`src/rtl/uart_pkg.sv`:
```
// Shared types and constants for the configurable UART transmit path.
package uart_pkg;

   typedef enum logic [2:0] {
      TX_IDLE,
      TX_START,
      TX_DATA,
      TX_PARITY,
      TX_STOP
   } tx_state_t;

   localparam logic PAR_EVEN = 1'b0;
   localparam logic PAR_ODD  = 1'b1;

   // Words narrower than 9 bits are zero-extended, which leaves the XOR unchanged.
   function automatic logic calc_parity(input logic [8:0] data, input logic odd);
      return (^data) ^ odd;
   endfunction

endpackage

```
`src/rtl/uart_baud_prescaler.sv`:
```
// Bit-period prescaler: counts 0..P-1 (P = max(presc,1)) and ticks on the last count.
module uart_baud_prescaler #(
   parameter int PRESC_W = 6
) (
   input  logic               i_clk,
   input  logic               i_rst,
   input  logic               i_clr,
   input  logic               i_en,
   input  logic [PRESC_W-1:0] i_presc,
   output logic               o_bit_tick
);

   logic [PRESC_W-1:0] r_cnt;
   logic [PRESC_W-1:0] w_last;

   assign w_last     = (i_presc == '0) ? '0 : i_presc - PRESC_W'(1);
   assign o_bit_tick = i_en && (r_cnt == w_last);

   always_ff @(posedge i_clk) begin
      if (i_rst || i_clr) begin
         r_cnt <= '0;
      end else if (i_en) begin
         r_cnt <= o_bit_tick ? '0 : r_cnt + PRESC_W'(1);
      end
   end

endmodule

```
`src/rtl/uart_tx_cfg.sv`:
```
// UART transmitter with configurable width, parity, stop bits and prescaler.
// A one-word holding register lets consecutive frames go out with no idle gap.
//
// state     | meaning
// TX_IDLE   | line high, waiting for the holding register to fill
// TX_START  | start bit (line low) for one bit period
// TX_DATA   | payload bits, LSB first
// TX_PARITY | parity bit, only when enabled for this frame
// TX_STOP   | one or two stop bits; reloads straight into TX_START if a word waits
module uart_tx_cfg
   import uart_pkg::*;
#(
   parameter int DATA_WIDTH = 8,
   parameter int PRESC_W    = 6
) (
   input  logic                  CLK,
   input  logic                  RST,
   input  logic                  PAR_EN,
   input  logic                  PAR_TYP,
   input  logic                  STOP2,
   input  logic [PRESC_W-1:0]    PRESCALE,
   input  logic                  DATA_VALID,
   input  logic [DATA_WIDTH-1:0] P_DATA,
   output logic                  DATA_READY,
   output logic                  Busy,
   output logic                  TX_OUT
);

   localparam int CNT_W = $clog2(DATA_WIDTH);

   tx_state_t             r_state;
   logic [DATA_WIDTH-1:0] r_hold;
   logic                  r_full;
   logic [DATA_WIDTH-1:0] r_shift;
   logic                  r_par_en;
   logic                  r_par_bit;
   logic                  r_stop2;
   logic [PRESC_W-1:0]    r_presc;
   logic [CNT_W-1:0]      r_bit_cnt;
   logic                  r_stop_cnt;
   logic                  r_tx;
   logic                  r_busy;
   logic                  r_ready;

   logic w_tick;
   logic w_accept;
   logic w_last_stop;
   logic w_load;
   logic w_go_idle;
   logic w_full_next;

   assign w_accept    = DATA_VALID && r_ready;
   assign w_last_stop = (r_state == TX_STOP) && w_tick && (r_stop_cnt == r_stop2);
   assign w_load      = r_full && ((r_state == TX_IDLE) || w_last_stop);
   assign w_go_idle   = !r_full && ((r_state == TX_IDLE) || w_last_stop);
   assign w_full_next = w_accept || (r_full && !w_load);

   uart_baud_prescaler #(
      .PRESC_W (PRESC_W)
   ) u_presc (
      .i_clk      (CLK),
      .i_rst      (RST),
      .i_clr      (w_load),
      .i_en       (r_state != TX_IDLE),
      .i_presc    (r_presc),
      .o_bit_tick (w_tick)
   );

   always_ff @(posedge CLK) begin
      if (RST) begin
         r_state    <= TX_IDLE;
         r_hold     <= '0;
         r_full     <= 1'b0;
         r_shift    <= '0;
         r_par_en   <= 1'b0;
         r_par_bit  <= 1'b0;
         r_stop2    <= 1'b0;
         r_presc    <= '0;
         r_bit_cnt  <= '0;
         r_stop_cnt <= 1'b0;
         r_tx       <= 1'b1;
         r_busy     <= 1'b0;
         r_ready    <= 1'b1;
      end else begin
         r_full  <= w_full_next;
         r_ready <= !w_full_next;
         r_busy  <= w_full_next || !w_go_idle;
         if (w_accept) r_hold <= P_DATA;

         // Config is latched here so mid-frame changes only affect the next frame.
         if (w_load) begin
            r_shift    <= r_hold;
            r_par_en   <= PAR_EN;
            r_stop2    <= STOP2;
            r_presc    <= PRESCALE;
            r_par_bit  <= calc_parity(9'(r_hold), PAR_TYP == PAR_ODD);
            r_bit_cnt  <= '0;
            r_stop_cnt <= 1'b0;
            r_state    <= TX_START;
            r_tx       <= 1'b0;
         end else if (w_tick) begin
            unique case (r_state)
               TX_START: begin
                  r_state <= TX_DATA;
                  r_tx    <= r_shift[0];
                  r_shift <= r_shift >> 1;
               end
               TX_DATA: begin
                  if (r_bit_cnt == CNT_W'(DATA_WIDTH - 1)) begin
                     r_state <= r_par_en ? TX_PARITY : TX_STOP;
                     r_tx    <= r_par_en ? r_par_bit : 1'b1;
                  end else begin
                     r_bit_cnt <= r_bit_cnt + CNT_W'(1);
                     r_tx      <= r_shift[0];
                     r_shift   <= r_shift >> 1;
                  end
               end
               TX_PARITY: begin
                  r_state <= TX_STOP;
                  r_tx    <= 1'b1;
               end
               TX_STOP: begin
                  if (w_last_stop) r_state <= TX_IDLE;
                  else             r_stop_cnt <= 1'b1;
               end
               default: begin
                  r_state <= TX_IDLE;
                  r_tx    <= 1'b1;
               end
            endcase
         end
      end
   end

   assign DATA_READY = r_ready;
   assign Busy       = r_busy;
   assign TX_OUT     = r_tx;

endmodule

```
`config.mk`:
```
export PLATFORM = sky130hd
export DESIGN_NAME = uart_tx_cfg
export DESIGN_NICKNAME = d
export VERILOG_FILES = /design/src/rtl/uart_pkg.sv /design/src/rtl/uart_baud_prescaler.sv /design/src/rtl/uart_tx_cfg.sv
export SDC_FILE = /design/constraint.sdc
export NUM_CORES = 1
export LEC_CHECK = 0
export ABC_AREA = 1
export CAP_MARGIN = 30
export CORE_MARGIN = 5
export CORE_UTILIZATION = 45
export DETAILED_ROUTE_END_ITERATION = 8
export PLACE_DENSITY_LB_ADDON = 0.15
export SYNTH_ARGS = -nofsm -noshare
export SYNTH_HDL_FRONTEND = slang
export SYNTH_SLANG_ARGS = --single-unit
```
`constraint.sdc`:
```
create_clock -name CLK -period 2.89 [get_ports CLK]
set_clock_uncertainty 0.1 [all_clocks]
set_input_delay 0.578 -clock CLK [delete_from_list [all_inputs] [get_ports CLK]]
set_output_delay 0.578 -clock CLK [all_outputs]
set_load 0.005 [all_outputs]
```
==> reports/results.tsv <==
stage	metric	value	unit
outcome	outcome	complete, no violations	
layout	areaGrowthSynthToFinish	19.9	%
floorplanning	dieWidth	78.1	um
clocking	h-tree-depth	2	
clocking	clk_pin_slew	0.08	ns
drt	first_iter_violations	123	
job	drv_cap	0	
timing	rsz0062_at_grt	false	
timing	fin_setup_tns	0	ns
synth	syn-instance-count	286	
drt	dr.pass1.iters	4	
timing	timing.fmax	390	MHz
global_routing	overflow	0	
layout	multi_input_area	1090	sq um
synth	avgSynthCellArea	7.29	sq um
timing	maxSlewHeadroom	67.9	%
floorplanning	initial_core_util	47.2	%
synth	synth_edf_count	0	
clocking	cts_sinks	42	
layout	fill_cells	435	
floorplanning	dieArea	6090	sq um
place	globalplace.congestion	0.766	
critical_path	critical_path_class	reg2reg	
drt	viasPerCell	5.09	
timing	setup_viol	0	
clocking	clk_path_buf_depth	2	
global_routing	antenna_found_initial	0	
clocking	post-cts-setup-buffers	0	
critical_path	end_kind	flop	
timing	layout_min_cycle_time	2.56	ns
timing	hold_violations	0	
drt	num_vias	1858	
pwr	power_density	617	nW/um^2
synth	yosys_warnings	0	
place	port_buffers	22	
floorplanning	design.portCount	23	
critical_path	cp-start-kind	flop	
critical_path	crit_slowest_cell	nand2_2	
layout	fin_nets	336	
pwr	leakage	0.00107	uW
clocking	clk_latency	0.29	ns
floorplanning	fp.dieH	78.1	um
synth	synth_area	2080	sq um
place	place_ws	0.369	ns
drt	drt_wl_total	4.35	mm
clocking	cts-hold-fix-buffers	0	
synth	ys_seq_area_share	40.3	%
critical_path	path_common_cell	nand2_1	
timing	tightest_slew	0.480	ns
drt	route.met2.wl	2.12	mm
drt	drc	0	
synth	synth_flop_cell	dfxtp_1	
drt	dr_wl_met3	126	um
floorplanning	core.rowCount	24	
global_routing	grt_pass1_wl	7.36	mm
drt	maxUsedRoutingLayer	met4	
pwr	ir_worst_vdd	0.000273	V
synth	async_reset_ff_share	0	%
synth	ys_ff_latch	42	
layout	antenna_cells	0	
place	dp_hpwl	3.25	mm
critical_path	required	2.99	ns
layout	seq_area	841	sq um
min_path	hold_class	reg2reg	
drt	post_drt_wl_per_cell	11.9	um
critical_path	critical_path_arrival	2.67	ns
clocking	cts_tree	yes	
synth	ys_types	31	
critical_path	slowest_delay	0.37	ns
critical_path	worstPathCellList	inv_1 -> ha_1 -> nand3_2 -> nand2_1 -> nand2_1 -> nand2_1 -> inv_1 -> nand2_1 -> nor2_4 -> nand4_4 -> nand2_4 -> nand2_2 -> nand2_1 -> a211oi_1	
clocking	cts_repair_resize_count	0	
global_routing	grt_max_degree	30	
clocking	cts_made_buffers	5	
global_routing	grt_use_total	14.6	%
clocking	clock-root-buffer	clkbuf_8	
timing	setup_ws	0.326	ns
drt	wl_met1	2.06	mm
synth	synth.net_count	310	
layout	postLayoutCoreUtil	56.6	%
floorplanning	coreArea	4410	sq um
timing	period_share	88.7	%
layout	drive_above_1_share	8.31	%
critical_path	worstPathMaxFanout	29	
drt	drtAntennaViolNets	0	
global_routing	grt_pass1_vias	1626	
timing	report.final.slew_viol_count	0	
## per-stage QoR
| step | total power, uW | hold slack [ns] | instances | area (sq um) |
|---|---|---|---|---|
| after CTS | 1550 | 0.376 | 365 | 2500 |
| after detailed placement | 979 | 0.365 | 357 | 2360 |
| after global placement | 973 | 0.356 | 357 | 2360 |
| final | 1540 | 0.375 | 365 | 2500 |
| after global routing | 1620 | 0.401 | 365 | 2500 |
| after floorplan | 892 | 0.344 | 286 | 2080 |
## flip-flops by register name (all words and copies together) (netlist names), 3 cells and up
| signal | cells |
|---|---|
| r_hold | 8 |
| r_shift | 8 |
| r_presc | 6 |
| u_presc.r_cnt | 6 |
| r_bit_cnt | 3 |
| r_state | 3 |
## synthesized netlist by cell type (3+ instances only)
| library cell | number | area (sq um) |
|---|---|---|
| clkbuf_1 | 4 | 15.0 |
| a21oi_1 | 18 | 90.1 |
| o21ai_0 | 19 | 95.1 |
| nor2_1 | 39 | 146 |
| nor3_1 | 6 | 30.0 |
| nand3_1 | 30 | 150 |
| dfxtp_1 | 42 | 841 |
| a211oi_1 | 3 | 22.5 |
| xor2_1 | 7 | 61.3 |
| inv_1 | 29 | 109 |
| nand2_1 | 51 | 191 |
| nor2_2 | 3 | 18.8 |
| a31oi_1 | 3 | 18.8 |
| ha_1 | 4 | 50.1 |
| xnor2_1 | 6 | 52.6 |
## per-layer routing
layer | track usage, % | vias to the layer above
li1 | - | 988
met1 | 18.2 | 845
met2 | 24.9 | 21
met3 | 3.78 | 4
met4 | 4.22 | 0
met5 | 0 | -
## kinds of logic after synthesis
logic type,count (synthesis),synth area share (%)
buffers and inverters,37,7.44
AO/OA/AOI/OAI,48,12.6
adder cells (fa/ha/maj),4,2.40
AND/OR/NAND/NOR,141,31.2
multiplexers,1,0.540
flip-flops,42,40.3
XOR/XNOR,13,5.46
## cell type report
class,instances,share of cell area [%]
Sequential cell,42,33.6
Multi-Input combinational cell,207,43.5
Clock inverter,2,2.40
Clock buffer,6,3.30
Inverter,30,4.50
Timing Repair Buffer,26,10.0
Tap cell,52,2.60
## cells in the final DEF (no fill, tap or decap)
master,instances
xnor2_1,6
inv_2,1
nor3_1,6
o21ai_0,19
nand2_2,2
o211ai_1,1
clkbuf_8,6
a21oi_1,18
nand3_2,2
o211a_1,1
xor2_1,7
inv_1,29
nand3b_1,1
a31oi_1,3
a21oi_2,1
nand3_1,30
nor2_1,39
nor4_1,1
nand2_4,1
bufinv_16,2
o21ai_1,2
nor2_4,2
nor2_2,3
buf_4,4
ha_1,4
nand4_4,1
mux2_2,1
nand2_1,51
a211oi_1,3
dfxtp_1,42
clkdlybuf4s50_1,22
nand4_1,2
## report_power, final
group	switching (uW)	total, uW	leakage [uW]	internal, uW
clock	205	574	0.0000714	369
combinational	187	319	0.000656	133
sequential	31.7	648	0.000344	617
## worst paths after layout
kind | from | to | slack, ns | cells past startpoint
setup / recovery | r_presc[0] | r_state[1] | 0.33 | 14
hold / removal | r_bit_cnt[2] | r_bit_cnt[2] | 0.37 | 2
setup reg to reg | r_presc[0] | r_state[1] | 0.33 | 14
hold reg to reg | r_bit_cnt[2] | r_bit_cnt[2] | 0.37 | 2
## worst max-delay path: cells and delay by family, from the launching register on
family	cells	cell delay, ns
flip-flops	1	0.30
buffers and inverters	2	0.18
AND/OR/NAND/NOR	10	1.38
AO/OA/AOI/OAI	1	0.22
adder cells (fa/ha/maj)	1	0.29
Power figures use the tool's default switching activity.
